`config.mk`:
```
export PLATFORM = sky130hd
export DESIGN_NAME = emif_writeback_flat
export DESIGN_NICKNAME = d
export VERILOG_FILES = /design/src/rtl/emif_writeback_if.sv /design/src/rtl/emif_writeback.sv /design/src/flat_wrapper.sv
export SDC_FILE = /design/constraint.sdc
export NUM_CORES = 1
export LEC_CHECK = 0
export BUFFER_PORTS_ARGS = -buffer_cell sky130_fd_sc_hd__buf_4
export CAP_MARGIN = 10
export CORE_ASPECT_RATIO = 1.2
export CORE_UTILIZATION = 40
export DETAILED_ROUTE_END_ITERATION = 8
export MAX_ROUTING_LAYER = met4
export PLACE_DENSITY = 0.68
export SYNTH_ARGS = -nofsm -noshare
export SYNTH_HDL_FRONTEND = slang
export SYNTH_SLANG_ARGS = --single-unit
```
`constraint.sdc`:
```
create_clock -name clk -period 7.2 [get_ports clk]
set_input_delay 1.44 -clock clk [delete_from_list [all_inputs] [get_ports clk]]
set_output_delay 1.44 -clock clk [all_outputs]
set_load 0.05 [all_outputs]
```
`src/rtl/emif_writeback_if.sv`:
```
// ----------------------------------------------------------------------------
// emif_writeback_if
//   Groups the emif_writeback control, buffer-read and EMIF-write signals.
//   slave  : the writeback engine's view (drives buffer read + EMIF write).
//   master : the environment's view (layer FSM, buffer, EMIF).
//
//   start        layer FSM -> engine   begin a drain
//   base_addr    layer FSM -> engine   first EMIF word address
//   num_words    layer FSM -> engine   buffer words to drain
//   buf_addr     engine -> buffer      read address
//   buf_re       engine -> buffer      read enable
//   buf_data     buffer -> engine      read data, combinational from buf_addr
//   emif_address engine -> EMIF        write address
//   emif_datain  engine -> EMIF        write data
//   emif_wen     engine -> EMIF        write enable
//   busy / done  engine -> layer FSM   status
// ----------------------------------------------------------------------------
interface emif_writeback_if #(
    parameter int BUF_ADDR_WIDTH  = 8,
    parameter int BUF_DATA_WIDTH  = 16,
    parameter int EMIF_ADDR_WIDTH = 14,
    parameter int EMIF_DATA_WIDTH = 128
) ();
    logic                       start;
    logic [EMIF_ADDR_WIDTH-1:0] base_addr;
    logic [BUF_ADDR_WIDTH:0]    num_words;
    logic [BUF_ADDR_WIDTH-1:0]  buf_addr;
    logic                       buf_re;
    logic [BUF_DATA_WIDTH-1:0]  buf_data;
    logic [EMIF_ADDR_WIDTH-1:0] emif_address;
    logic [EMIF_DATA_WIDTH-1:0] emif_datain;
    logic                       emif_wen;
    logic                       busy;
    logic                       done;

    modport slave (
        input  start, base_addr, num_words, buf_data,
        output buf_addr, buf_re, emif_address, emif_datain, emif_wen, busy, done
    );

    modport master (
        output start, base_addr, num_words, buf_data,
        input  buf_addr, buf_re, emif_address, emif_datain, emif_wen, busy, done
    );
endinterface

```
`src/rtl/emif_writeback.sv`:
```
// ----------------------------------------------------------------------------
// emif_writeback
//   Drains num_words narrow words from an on-chip buffer (combinational read)
//   and packs them little-endian into wide EMIF words, written to consecutive
//   EMIF addresses starting at base_addr. Pulses done when finished.
//
//   Ports:
//     clk    clock
//     reset  asynchronous active-high reset
//     bus    emif_writeback_if.slave (start/base_addr/num_words in,
//            buffer read port, EMIF write port, busy/done out)
//
//   Flow: IDLE -> GATHER (one cycle per buffer word) -> WRITE (one cycle per
//   EMIF word) -> ... -> DONE (one-cycle pulse) -> IDLE.
//   All outputs decode from registered state only, so reset drops emif_wen
//   asynchronously and start has no combinational path to any output.
// ----------------------------------------------------------------------------
module emif_writeback #(
    parameter int BUF_ADDR_WIDTH  = 8,
    parameter int BUF_DATA_WIDTH  = 16,
    parameter int EMIF_ADDR_WIDTH = 14,
    parameter int EMIF_DATA_WIDTH = 128
) (
    input logic             clk,
    input logic             reset,
    emif_writeback_if.slave bus
);
    localparam int PACK   = EMIF_DATA_WIDTH / BUF_DATA_WIDTH;
    localparam int LANE_W = (PACK > 1) ? $clog2(PACK) : 1;
    localparam int CNT_W  = BUF_ADDR_WIDTH + 1;

    // Largest drain length the buffer can hold: 2^BUF_ADDR_WIDTH words.
    localparam logic [CNT_W-1:0]  MAX_N     = {1'b1, {BUF_ADDR_WIDTH{1'b0}}};
    localparam logic [LANE_W-1:0] LAST_LANE = LANE_W'(PACK - 1);

    typedef enum logic [1:0] {
        IDLE   = 2'd0,
        GATHER = 2'd1,
        WRITE  = 2'd2,
        DONE   = 2'd3
    } state_t;

    state_t                     state_q,  state_d;
    logic [EMIF_ADDR_WIDTH-1:0] base_q,   base_d;
    logic [CNT_W-1:0]           n_q,      n_d;
    logic [CNT_W-1:0]           rd_ptr_q, rd_ptr_d;
    logic [LANE_W-1:0]          lane_q,   lane_d;
    logic [EMIF_ADDR_WIDTH-1:0] wr_idx_q, wr_idx_d;
    logic [EMIF_DATA_WIDTH-1:0] pack_q,   pack_d;

    logic [CNT_W-1:0]           n_clamped;

    assign n_clamped = (bus.num_words > MAX_N) ? MAX_N : bus.num_words;

    always_comb begin
        state_d  = state_q;
        base_d   = base_q;
        n_d      = n_q;
        rd_ptr_d = rd_ptr_q;
        lane_d   = lane_q;
        wr_idx_d = wr_idx_q;
        pack_d   = pack_q;

        bus.buf_addr     = '0;
        bus.buf_re       = 1'b0;
        bus.emif_address = '0;
        bus.emif_datain  = '0;
        bus.emif_wen     = 1'b0;
        bus.busy         = (state_q != IDLE);
        bus.done         = 1'b0;

        unique case (state_q)
            IDLE: begin
                if (bus.start) begin
                    base_d   = bus.base_addr;
                    n_d      = n_clamped;
                    rd_ptr_d = '0;
                    lane_d   = '0;
                    wr_idx_d = '0;
                    pack_d   = '0;
                    state_d  = (n_clamped != '0) ? GATHER : DONE;
                end
            end

            GATHER: begin
                bus.buf_re   = 1'b1;
                bus.buf_addr = rd_ptr_q[BUF_ADDR_WIDTH-1:0];
                // Steer the read word into its lane; lane 0 holds the LSBs.
                for (int l = 0; l < PACK; l++) begin
                    if (lane_q == LANE_W'(l)) begin
                        pack_d[l*BUF_DATA_WIDTH +: BUF_DATA_WIDTH] = bus.buf_data;
                    end
                end
                rd_ptr_d = rd_ptr_q + CNT_W'(1);
                lane_d   = lane_q + LANE_W'(1);
                // Flush on a full pack word or on the last buffer word.
                if (lane_q == LAST_LANE || rd_ptr_q == n_q - CNT_W'(1)) begin
                    state_d = WRITE;
                end
            end

            WRITE: begin
                bus.emif_wen     = 1'b1;
                bus.emif_address = base_q + wr_idx_q;   // wraps mod 2^EMIF_ADDR_WIDTH
                bus.emif_datain  = pack_q;              // unfilled lanes already zero
                wr_idx_d = wr_idx_q + EMIF_ADDR_WIDTH'(1);
                lane_d   = '0;
                pack_d   = '0;
                state_d  = (rd_ptr_q == n_q) ? DONE : GATHER;
            end

            DONE: begin
                bus.done = 1'b1;
                state_d  = IDLE;
            end

            default: state_d = IDLE;
        endcase
    end

    always_ff @(posedge clk or posedge reset) begin
        if (reset) begin
            state_q  <= IDLE;
            base_q   <= '0;
            n_q      <= '0;
            rd_ptr_q <= '0;
            lane_q   <= '0;
            wr_idx_q <= '0;
            pack_q   <= '0;
        end else begin
            state_q  <= state_d;
            base_q   <= base_d;
            n_q      <= n_d;
            rd_ptr_q <= rd_ptr_d;
            lane_q   <= lane_d;
            wr_idx_q <= wr_idx_d;
            pack_q   <= pack_d;
        end
    end
endmodule

```
`src/flat_wrapper.sv`:
```
// flat-port wrapper written by rule: the top's interface ports become plain ports
module emif_writeback_flat 
#(
    parameter int BUF_ADDR_WIDTH  = 8,
    parameter int BUF_DATA_WIDTH  = 16,
    parameter int EMIF_ADDR_WIDTH = 14,
    parameter int EMIF_DATA_WIDTH = 128
)
  (clk, reset, bus_start, bus_base_addr, bus_num_words, bus_buf_data, bus_buf_addr, bus_buf_re, bus_emif_address, bus_emif_datain, bus_emif_wen, bus_busy, bus_done);
  emif_writeback_if #(.BUF_ADDR_WIDTH(BUF_ADDR_WIDTH), .BUF_DATA_WIDTH(BUF_DATA_WIDTH), .EMIF_ADDR_WIDTH(EMIF_ADDR_WIDTH), .EMIF_DATA_WIDTH(EMIF_DATA_WIDTH)) bus_i ();
  input logic clk;
  input logic reset;
  input wire logic [$bits(bus_i.start)-1:0] bus_start;
  input wire logic [$bits(bus_i.base_addr)-1:0] bus_base_addr;
  input wire logic [$bits(bus_i.num_words)-1:0] bus_num_words;
  input wire logic [$bits(bus_i.buf_data)-1:0] bus_buf_data;
  output wire logic [$bits(bus_i.buf_addr)-1:0] bus_buf_addr;
  output wire logic [$bits(bus_i.buf_re)-1:0] bus_buf_re;
  output wire logic [$bits(bus_i.emif_address)-1:0] bus_emif_address;
  output wire logic [$bits(bus_i.emif_datain)-1:0] bus_emif_datain;
  output wire logic [$bits(bus_i.emif_wen)-1:0] bus_emif_wen;
  output wire logic [$bits(bus_i.busy)-1:0] bus_busy;
  output wire logic [$bits(bus_i.done)-1:0] bus_done;
  assign bus_i.start = bus_start;
  assign bus_i.base_addr = bus_base_addr;
  assign bus_i.num_words = bus_num_words;
  assign bus_i.buf_data = bus_buf_data;
  assign bus_buf_addr = bus_i.buf_addr;
  assign bus_buf_re = bus_i.buf_re;
  assign bus_emif_address = bus_i.emif_address;
  assign bus_emif_datain = bus_i.emif_datain;
  assign bus_emif_wen = bus_i.emif_wen;
  assign bus_busy = bus_i.busy;
  assign bus_done = bus_i.done;
  emif_writeback #(.BUF_ADDR_WIDTH(BUF_ADDR_WIDTH), .BUF_DATA_WIDTH(BUF_DATA_WIDTH), .EMIF_ADDR_WIDTH(EMIF_ADDR_WIDTH), .EMIF_DATA_WIDTH(EMIF_DATA_WIDTH)) u_core (.clk(clk), .reset(reset), .bus(bus_i));
endmodule
```
; ---- Word-level counts from Yosys, hierarchy flattened
; Index checks and enable logic that the tools add are counted.
[classes]
n_div = 0
eq_ne = 22
shift = 0
n_mul = 0
mux = 28
bitwise = 0
n_reduce_logical = 21
order_cmp = 1
addsub = 5
[ops]
columns = operator, n
row1 = $pmux W128 S3, 1
row2 = $mux W128, 2
row3 = $mux W16, 8
row4 = $mux W14, 2
row5 = $pmux W14 S2, 1
row6 = $reduce_and A3 Y1, 8
row7 = $eq A9 B9 Y1, 2
row8 = $mux W9, 2
row9 = $ne A2 B1 Y1 const B, 9
row10 = $pmux W9 S2, 1
row11 = $add A14 B1 Y14 const B, 1
row12 = $add A14 B14 Y14, 1
row13 = $eq A3 B3 Y1 const B, 4
row14 = $reduce_and A2 Y1, 5
row15 = $add A9 B1 Y9 const B, 1
row16 = $gt A9 B9 Y1 const B, 1
row17 = $pmux W3 S3, 1
row18 = $reduce_bool A9 Y1, 1
row19 = $sub A9 B1 Y9 const B, 1
row20 = $mux W2, 4
row21 = $mux W8, 1
row22 = $pmux W2 S4, 1
row23 = $eq A3 B2 Y1 const B, 2
row24 = $reduce_bool A2 Y1, 3
row25 = 11 further kinds, 14
[totals]
wordCells = 91
ram_bits = 0
latch_bits = 0
output_inout_bits = 154
reg_bits = 179
rom_bits = 0
mem_count = 0
input_bits = 42

; ---- Longest topological paths before layout
; Gate-level depths: netlist of run 1.
[logic_depth]
ltp_word = 6
mapped_depth = 8
ltp_nobuf = 8

; ---- Worst setup path after synthesis of run 1
; No wires, ideal clock.
[synth_path]
path_kind = register to output
startpoint = register u_core.wr_idx_q[1]
endpoint = output port bus_emif_address[11]
arrival_time_ns = 2.569
n_path_buf = 0
path_stages_with_launch = 8
path_slack_ns = 3.191
required_ns = 5.760
cell_sequence = dfrtp_1 -> ha_1 -> a211oi_1 -> o21bai_1 -> nand4_1 -> a21oi_1 -> o21ai_0 -> nor3b_1
[synth_between]
elab_chain_len = 2
[synth_lines]
columns = element, line_no
row1 = from (decl), emif_writeback.sv:48  ; logic [EMIF_ADDR_WIDTH-1:0] wr_idx_q, wr_idx_d;
row2 = from (signal assigned), emif_writeback.sv:136  ; wr_idx_q <= wr_idx_d;
row3 = $add A14 B14 Y14, emif_writeback.sv:104  ; bus.emif_address = base_q + wr_idx_q;
row4 = $mux W14, emif_writeback.sv:72  ; unique case (state_q)
row5 = to (decl), flat_wrapper.sv:19  ; output wire logic [$bits(bus_i.emif_address)-1:0] bus_emif_address;
; Every way passes these cells.

; ---- Worst setup path after layout of run 1
[layout_path]
startpoint = register u_core.state_q[0]
endpoint = output port bus_emif_address[12]
[layout_between]
elab_chain_len = 2
[layout_lines]
columns = element, line_no
row1 = from (decl), emif_writeback.sv:43  ; state_t state_q, state_d;
row2 = from (signal assigned), emif_writeback.sv:131  ; state_q <= state_d;
row3 = $eq A2 B2 Y1, emif_writeback.sv:72
row4 = $mux W14, emif_writeback.sv:72
; Every way passes these cells.

==> metrics.md, run 1 <==
| Metric | Value |
|---|---|
| Status | `finished clean` |
| Clock root buffer | `clkbuf_16` |
| RSZ-0062 raised after global routing | `false` |
| Netlist Area Pre-Place | `roughly 8800 um^2` |
| Final WS setup | `about 2.8 ns` |
| Leakage Power | `approximately 5.4 nW` |
| Top delay family on crit path | `buffers and inverters` |
| Cell Pwr Density | `392.3 nW/um^2` |
| Largest stage delay on the critical path | `~0.72 ns` |
| Slew headroom | `0.2669` |
| Hold path cells | `2` |
| Final Setup Violations | `0` |
| # port buffers | `a little under 200` |
| Synth warnings | `0` |
| Sequential share of the synthesized area | `0.5062` |
| Final antenna-violating net count | `0` |
| MaxCap Viol Count | `0` |
| Crit Path Category | `register to output port` |
| Hold Path Class | `register to register` |
| Area overhead of the layout relative to synthesis | `24.90%` |
| Global Route Usage Sum | `0.2097` |
| Worst ir drop on vdd | `~220 uV` |
| Area occupied by registers | `around 4500 um^2` |
| Async set or reset register ratio after synthesis | `1.000` |
| Worst-margin pin slew | `roughly 1.1 ns` |
| Post-Layout Inst Area | `about 11,000 um^2` |
| Clk sinks | `roughly 180` |
| Post-CTS Hold Buffers | `0` |
| Crit-path slowest cell | `clkinv_2` |
| Dpl hpwl | `around 16,000 um` |
| Fill count | `between 2,000 and 2,500` |
| Initial antenna violation count | `0` |
| Pre-CTS setup slack | `between 3 and 4 ns` |
| FF-to-FF path depth | `6` |
| CP Capture Type | `output port` |
| Post-CTS Setup Bufs | `0` |
| Die footprint | `22,720 um^2` |
| Combined area of the multi-input logic cells | `around 4000 um^2` |
| Via count | `around 7,000` |
| Crit path max fanout | `69` |
| Most used cell, CP | `buf_4` |
| Final WL | `roughly 23,000 um` |
| Placer congestion estimate | `about 0.83` |
| Pint | `approximately 2.5 mW` |
| Setup Skew | `0.009269 ns` |
| Worst hold margin | `between 0.4 and 0.5 ns` |
| Die Height | `about 160 um` |
| Post_cts resized | `0` |
| Initial DRC Count | `between 300 and 400` |
| I/O pins | `just under 200` |
| Pre-Repair DR Iteration Count | `4` |
| Synth cell types | `56` |
| Required time worst endpoint | `5.76 ns` |
| Row count | `59` |
| Ant diodes | `0` |
| Vias in the first global route | `~6,400` |
| Pin count of the biggest net entering global routing | `77` |
| Syn Nets | `around 1,000` |
| WP buf/inv | `3` |
| Starting density of the core | `0.4077` |
| Drt via density | `4.984` |
| Clock Power Share | `0.223` |
| Remaining DRCs | `0` |
| Final period utilization | `0.6105` |
| Data arrival, critical path | `around 3.0 ns` |
| Syn Area/Cell | `between 9 and 10 um^2` |
| Main synth FF type | `dfrtp_1` |
| Post-DP Area | `between 10,000 and 15,000 um^2` |
| Proportion of netlist area held by the largest area contributor | `0.5062` |
| WL/cell | `16.01 um` |
| H-tree depth | `4` |
| Setup TNS | `0 ns` |
| Clk_lat worst skew | `~0.43 ns` |
| CTS tree | `built` |
| Switching Share | `0.4283` |
| # nets final | `~1,200` |
| Worst-path cell chain | `nand2b_1 > buf_4 > clkinv_2 > nand4_1 > mux2i_1 > or3_1 > buf_4` |
| Max Slew Vio Count | `0` |
| Gate power share | `0.385` |
| Total CTS buffers | `17` |
| Synth Register Bits | `179` |
| Post-synth EDFFs | `0` |
| Synth area leaders | `dfrtp_1 (51%), and2_1 (9.9%), nand2_1 (8.1%)` |
| NetSw | `around 1.9 mW` |
| Layout cells sized above 1 | `0.2278` |
| First-pass GRT wire length | `34,850 um` |
| Fmax | `about 230 MHz` |
| Die width | `between 100 and 150 um` |
| Clock buffer depth | `2` |
| Part of the power in registers | `0.392` |
| Gr ovfl total | `0` |
| Clk pin slew, worst setup/hold paths | `around 0.080 ns` |
| Min cycle time layout | `4.396 ns` |
| Setup crit start kind | `register` |
| CP Depth | `7` |
| Post-synthesis cell count | `slightly below 1,000` |
| Final Util | `0.5092` |
| Hold Fails Final Rpt | `0` |
| Core box area | `approximately 22,000 um^2` |
| Synth area leader | `dfrtp_1` |
==> per-stage QoR <==
stage / instances / power, mW
finish: 1411 / 4.336
CTS: 1411 / 4.375
global placement: 1379 / 3.339
floorplan: 964 / 2.993
global route: 1411 / 4.669
detailed placement: 1379 / 3.407
==> cell usage after synthesis, types with 3 or more instances <==
cell and n:
a31oi_1 4, nand2_1 191, xnor2_1 7, nand2b_1 12, a211oi_1 3, a21o_1 4, nor2_1 24, buf_2 21
and2_1 140, xor2_1 20, nand3_1 22, and3_1 3, mux2_2 15, dfrtp_1 179, nor3_1 5, a21oi_1 12
o21ai_0 135, buf_6 6, clkbuf_1 32, or3_1 5, o21ai_1 39, inv_1 11, nor4_1 4, ha_1 22
nand4_1 9
==> sequential cells by signal, summed over array words and instances (netlist names) <==
name	count
u_core.pack_q	128
u_core.wr_idx_q	14
u_core.state_q	2
u_core.base_q	14
u_core.rd_ptr_q	9
u_core.lane_q	3
u_core.n_q	9
==> power by group through the flow <==
| stage | clock network, mW | registers [mW] | logic (mW) |
|---|---|---|---|
| finish | 0.967 | 1.70 | 1.67 |
| global placement | 0 | 1.71 | 1.63 |
| detailed placement | 0 | 1.72 | 1.68 |
| CTS | 0.985 | 1.70 | 1.69 |
| floorplan | 0 | 1.60 | 1.39 |
| global route | 1.03 | 1.75 | 1.88 |
==> cells by family after synthesis <==
family / after synthesis / synth area share
buffers and inverters: 73 / 0.03945
multiplexers: 17 / 0.02135
AND/OR/NAND/NOR: 427 / 0.2388
AO/OA/AOI/OAI: 218 / 0.1341
XOR/XNOR: 27 / 0.02673
flip-flops: 179 / 0.5062
adder cells (fa/ha/maj): 23 / 0.03337
==> worst paths after layout <==
check	start	endpoint	slack, ns
setup reg to reg	u_core.state_q[1]$_DFFE_PP0P_	u_core.pack_q[106]$_DFFE_PP0P_	4.25
hold / removal	u_core.pack_q[103]$_DFFE_PP0P_	u_core.pack_q[103]$_DFFE_PP0P_	0.47
min in group asynchronous	reset	u_core.pack_q[104]$_DFFE_PP0P_	1.06
hold reg to reg	u_core.pack_q[103]$_DFFE_PP0P_	u_core.pack_q[103]$_DFFE_PP0P_	0.47
max in group asynchronous	reset	u_core.pack_q[59]$_DFFE_PP0P_	4.77
setup / recovery	u_core.state_q[0]$_DFFE_PP0P_	bus_emif_address[12]	2.80
==> layout make-up <==
type / count / area share
clock buffer: 17 / 0.03849
clock inverter: 15 / 0.01925
inverter: 13 / 0.004981
multi-input combinational: 712 / 0.3644
sequential: 179 / 0.4053
tap: 274 / 0.03102
timing repair buffer: 201 / 0.1365
==> placed cells by master, fill, tap and decap left out, types with 3 or more instances in the layout <==
cell / Yosys / final
buf_4: 1 / 201
nand2_1: 191 / 191
dfrtp_1: 179 / 179
and2_1: 140 / 140
o21ai_0: 135 / 135
o21ai_1: 39 / 37
nor2_1: 24 / 24
nand3_1: 22 / 22
ha_1: 22 / 22
xor2_1: 20 / 20
clkbuf_16: 0 / 17
mux2_2: 15 / 15
nand2b_1: 12 / 12
a21oi_1: 12 / 12
inv_1: 11 / 9
nand4_1: 9 / 9
xnor2_1: 7 / 7
clkinv_8: 0 / 7
nor3_1: 5 / 5
or3_1: 5 / 5
nor4_1: 4 / 4
a31oi_1: 4 / 4
a21o_1: 4 / 4
inv_6: 0 / 4
a211oi_1: 3 / 3
and3_1: 3 / 3
inv_8: 0 / 3
==> routing by layer <==
layer	vias to the layer above	global-route usage	wire (um)	share of wire
met5	-	-	0	0
met4	0	0.05336	301	0.013
met3	21	0.03131	783	0.035
met2	154	0.3534	11560	0.51
met1	3296	0.2630	9946	0.44
li1	3562	-	-	-
==> worst register-to-register path: cells and delay by family, from the launching register on <==
| family | cells | cell delay (ns) |
|---|---|---|
| buf+inv | 1 | 0.82 |
| simple gates | 4 | 1.46 |
| flops | 1 | 0.42 |
| compound gates | 1 | 0.10 |
Note: power is estimated with default switching activity, not from simulation.
==> inputs of run 2 (changes only) <==
clock period = 4.52 ns   (was 7.2 ns; I/O delays follow)
==> metrics.md, run 2 (synthesis gave the netlist of run 1 again) <==
| Metric | Value |
|---|---|
| Gr ovfl total | `0 (unchanged)` |
| Post-CTS Setup Bufs | `0 (unchanged)` |
| RSZ-0062 raised after global routing | `false` |
| Vias in the first global route | `6,462 (+1.6%)` |
| Final Util | `0.5084 (-0.0008650)` |
| WL/cell | `16.09 um (+0.52%)` |
| Slew headroom | `0.2628 (-0.004110)` |
| Part of the power in registers | `0.390 (-0.002)` |
| Hold Path Class | `register to register` |
| NetSw | `2.944 mW (+59%)` |
| Layout cells sized above 1 | `0.2278 (unchanged)` |
| Final antenna-violating net count | `0 (unchanged)` |
| Crit path max fanout | `5 (-93%)` |
| CTS tree | `built` |
| Pint | `3.894 mW (+57%)` |
| Pin count of the biggest net entering global routing | `180 (+130%)` |
| Drt via density | `5.047 (+1.3%)` |
| Die footprint | `22,720 um^2 (unchanged)` |
| Worst hold margin | `0.4724 ns (-0.00002800 ns)` |
| Clk sinks | `179 (unchanged)` |
| Switching Share | `0.4305 (+0.002242)` |
| Area overhead of the layout relative to synthesis | `24.69%` |
| Leakage Power | `5.359 nW (-0.27%)` |
| Min cycle time layout | `3.837 ns` |
| Post-CTS Hold Buffers | `0 (unchanged)` |
| Core box area | `21,700 um^2 (unchanged)` |
| Pre-Repair DR Iteration Count | `4 (unchanged)` |
| Initial DRC Count | `340 (-14%)` |
| H-tree depth | `4 (unchanged)` |
| Setup TNS | `0 ns (unchanged)` |
| Starting density of the core | `0.4077 (unchanged)` |
| Placer congestion estimate | `0.8646 (+4.3%)` |
| MaxCap Viol Count | `0 (unchanged)` |
| Cell count after placement | `1,379 (unchanged)` |
| Total power | `6.837 mW (+58%)` |
| Hold Fails Final Rpt | `0 (unchanged)` |
| Top reg by flops | `u_core.pack_q` |
| Final WS setup | `0.6834 ns (-2.121 ns)` |
| Die Height | `164.9 um (unchanged)` |
| Row count | `59 (unchanged)` |
| Pre-CTS setup slack | `1.146 ns (-2.083 ns)` |
| I/O pins | `196 (unchanged)` |
| Gate power share | `0.392 (+0.007)` |
| Clk pin slew, worst setup/hold paths | `0.07 ns (about the same)` |
| Worst-margin pin slew | `1.106 ns (+0.006164 ns)` |
| Global Route Usage Sum | `0.2112 (+0.001436)` |
| # nets final | `1,189 (unchanged)` |
| Post-DP Area | `10,430 um^2 (+0.11%)` |
| Final Setup Violations | `0 (unchanged)` |
| Fmax | `~260 MHz` |
| Clock root buffer | `clkbuf_16` |
| Cell Pwr Density | `619.7 nW/um^2 (+58%)` |
| Final WL | `22,710 um (+0.52%)` |
| Total CTS buffers | `17 (unchanged)` |
| Max Slew Vio Count | `0 (unchanged)` |
| Clk_lat worst skew | `0.43 ns (about the same)` |
| Setup crit start kind | `register` |
| CP Capture Type | `output port` |
| Number of flip-flops in the largest register | `128 (unchanged)` |
| Regs by FF count | `u_core.pack_q (128), u_core.base_q (14), u_core.wr_idx_q (14)` |
| # port buffers | `195 (unchanged)` |
| Commonest non-fill, non-tap cells in the layout | `buf_4 (200), nand2_1 (191), dfrtp_1 (179), and2_1 (140), o21ai_0 (135)` |
| Clock buffer depth | `2 (unchanged)` |
| Setup Skew | `0.01147 ns (+0.002204 ns)` |
| Post_cts resized | `0 (unchanged)` |
| Worst ir drop on vdd | `280.6 uV (+27%)` |
| Initial antenna violation count | `0 (unchanged)` |
| Via count | `7,121 (+1.3%)` |
| Dpl hpwl | `15,610 um (-3.2%)` |
| Required time worst endpoint | `3.62 ns (-2.14 ns)` |
| Remaining DRCs | `0 (unchanged)` |
| Data arrival, critical path | `2.93 ns (-0.03 ns)` |
| Non-filler cells, final | `1,411 (unchanged)` |
| Post-Layout Inst Area | `11,030 um^2 (-0.17%)` |
| Most common cell after layout, fill and taps aside | `buf_4` |
| Clock Power Share | `0.218 (-0.005)` |
| Ant diodes | `0 (unchanged)` |
| Die width | `137.8 um (unchanged)` |
| Crit Path Category | `register to output port` |
| First-pass GRT wire length | `34,930 um (+0.22%)` |
| Final period utilization | `0.8488` |
| Status | `finished clean` |
run 2: path summary, 6_finish.rpt:
path                                                start                              to  slack [ns]  cells past startpoint
setup / recovery           u_core.wr_idx_q[0]$_DFFE_PP0P_            bus_emif_address[12]        0.68                      9
hold / removal              u_core.pack_q[89]$_DFFE_PP0P_   u_core.pack_q[89]$_DFFE_PP0P_        0.47                      2
setup reg to reg            u_core.state_q[1]$_DFFE_PP0P_  u_core.pack_q[100]$_DFFE_PP0P_        2.27                      6
hold reg to reg             u_core.pack_q[89]$_DFFE_PP0P_   u_core.pack_q[89]$_DFFE_PP0P_        0.47                      2
max in group asynchronous                           reset    u_core.pack_q[2]$_DFFE_PP0P_        3.03                      3
min in group asynchronous                           reset  u_core.pack_q[120]$_DFFE_PP0P_        0.73                      3
run 2: metal layers:
layer,share of wire,wire [um],track usage,vias to the layer above
li1,-,-,-,3568
met1,0.44,10080,0.2663,3378
met2,0.50,11370,0.3513,153
met3,0.042,963,0.03867,22
met4,0.013,286,0.04842,0
met5,0,0,-,-
run 2: critical path: stages, from the launching register on:
cell	delay (ns)
dfrtp_1	0.43
ha_1	0.26
fa_1	0.42
a21o_1	0.19
a21oi_2	0.23
o211ai_2	0.16
nand2_1	0.17
mux2i_1	0.09
or3_1	0.37
buf_4	0.20
run 2: layout make-up:
cell class | count | area (um^2)
fill | 2078 | 10670
sequential | 179 | 4479
multi-input combinational | 712 | 4028
timing repair buffer | 201 | 1521
clock buffer | 17 | 425.4
tap | 274 | 342.8
clock inverter | 15 | 182.7
inverter | 13 | 53.80
run 2: power groups by stage:
stage	Clock, mW	Combinational (mW)	Sequential (mW)
global placement	0	2.64	2.66
global route	1.60	3.03	2.75
CTS	1.52	2.71	2.67
detailed placement	0	2.70	2.70
floorplan	0	2.21	2.56
finish	1.49	2.68	2.66
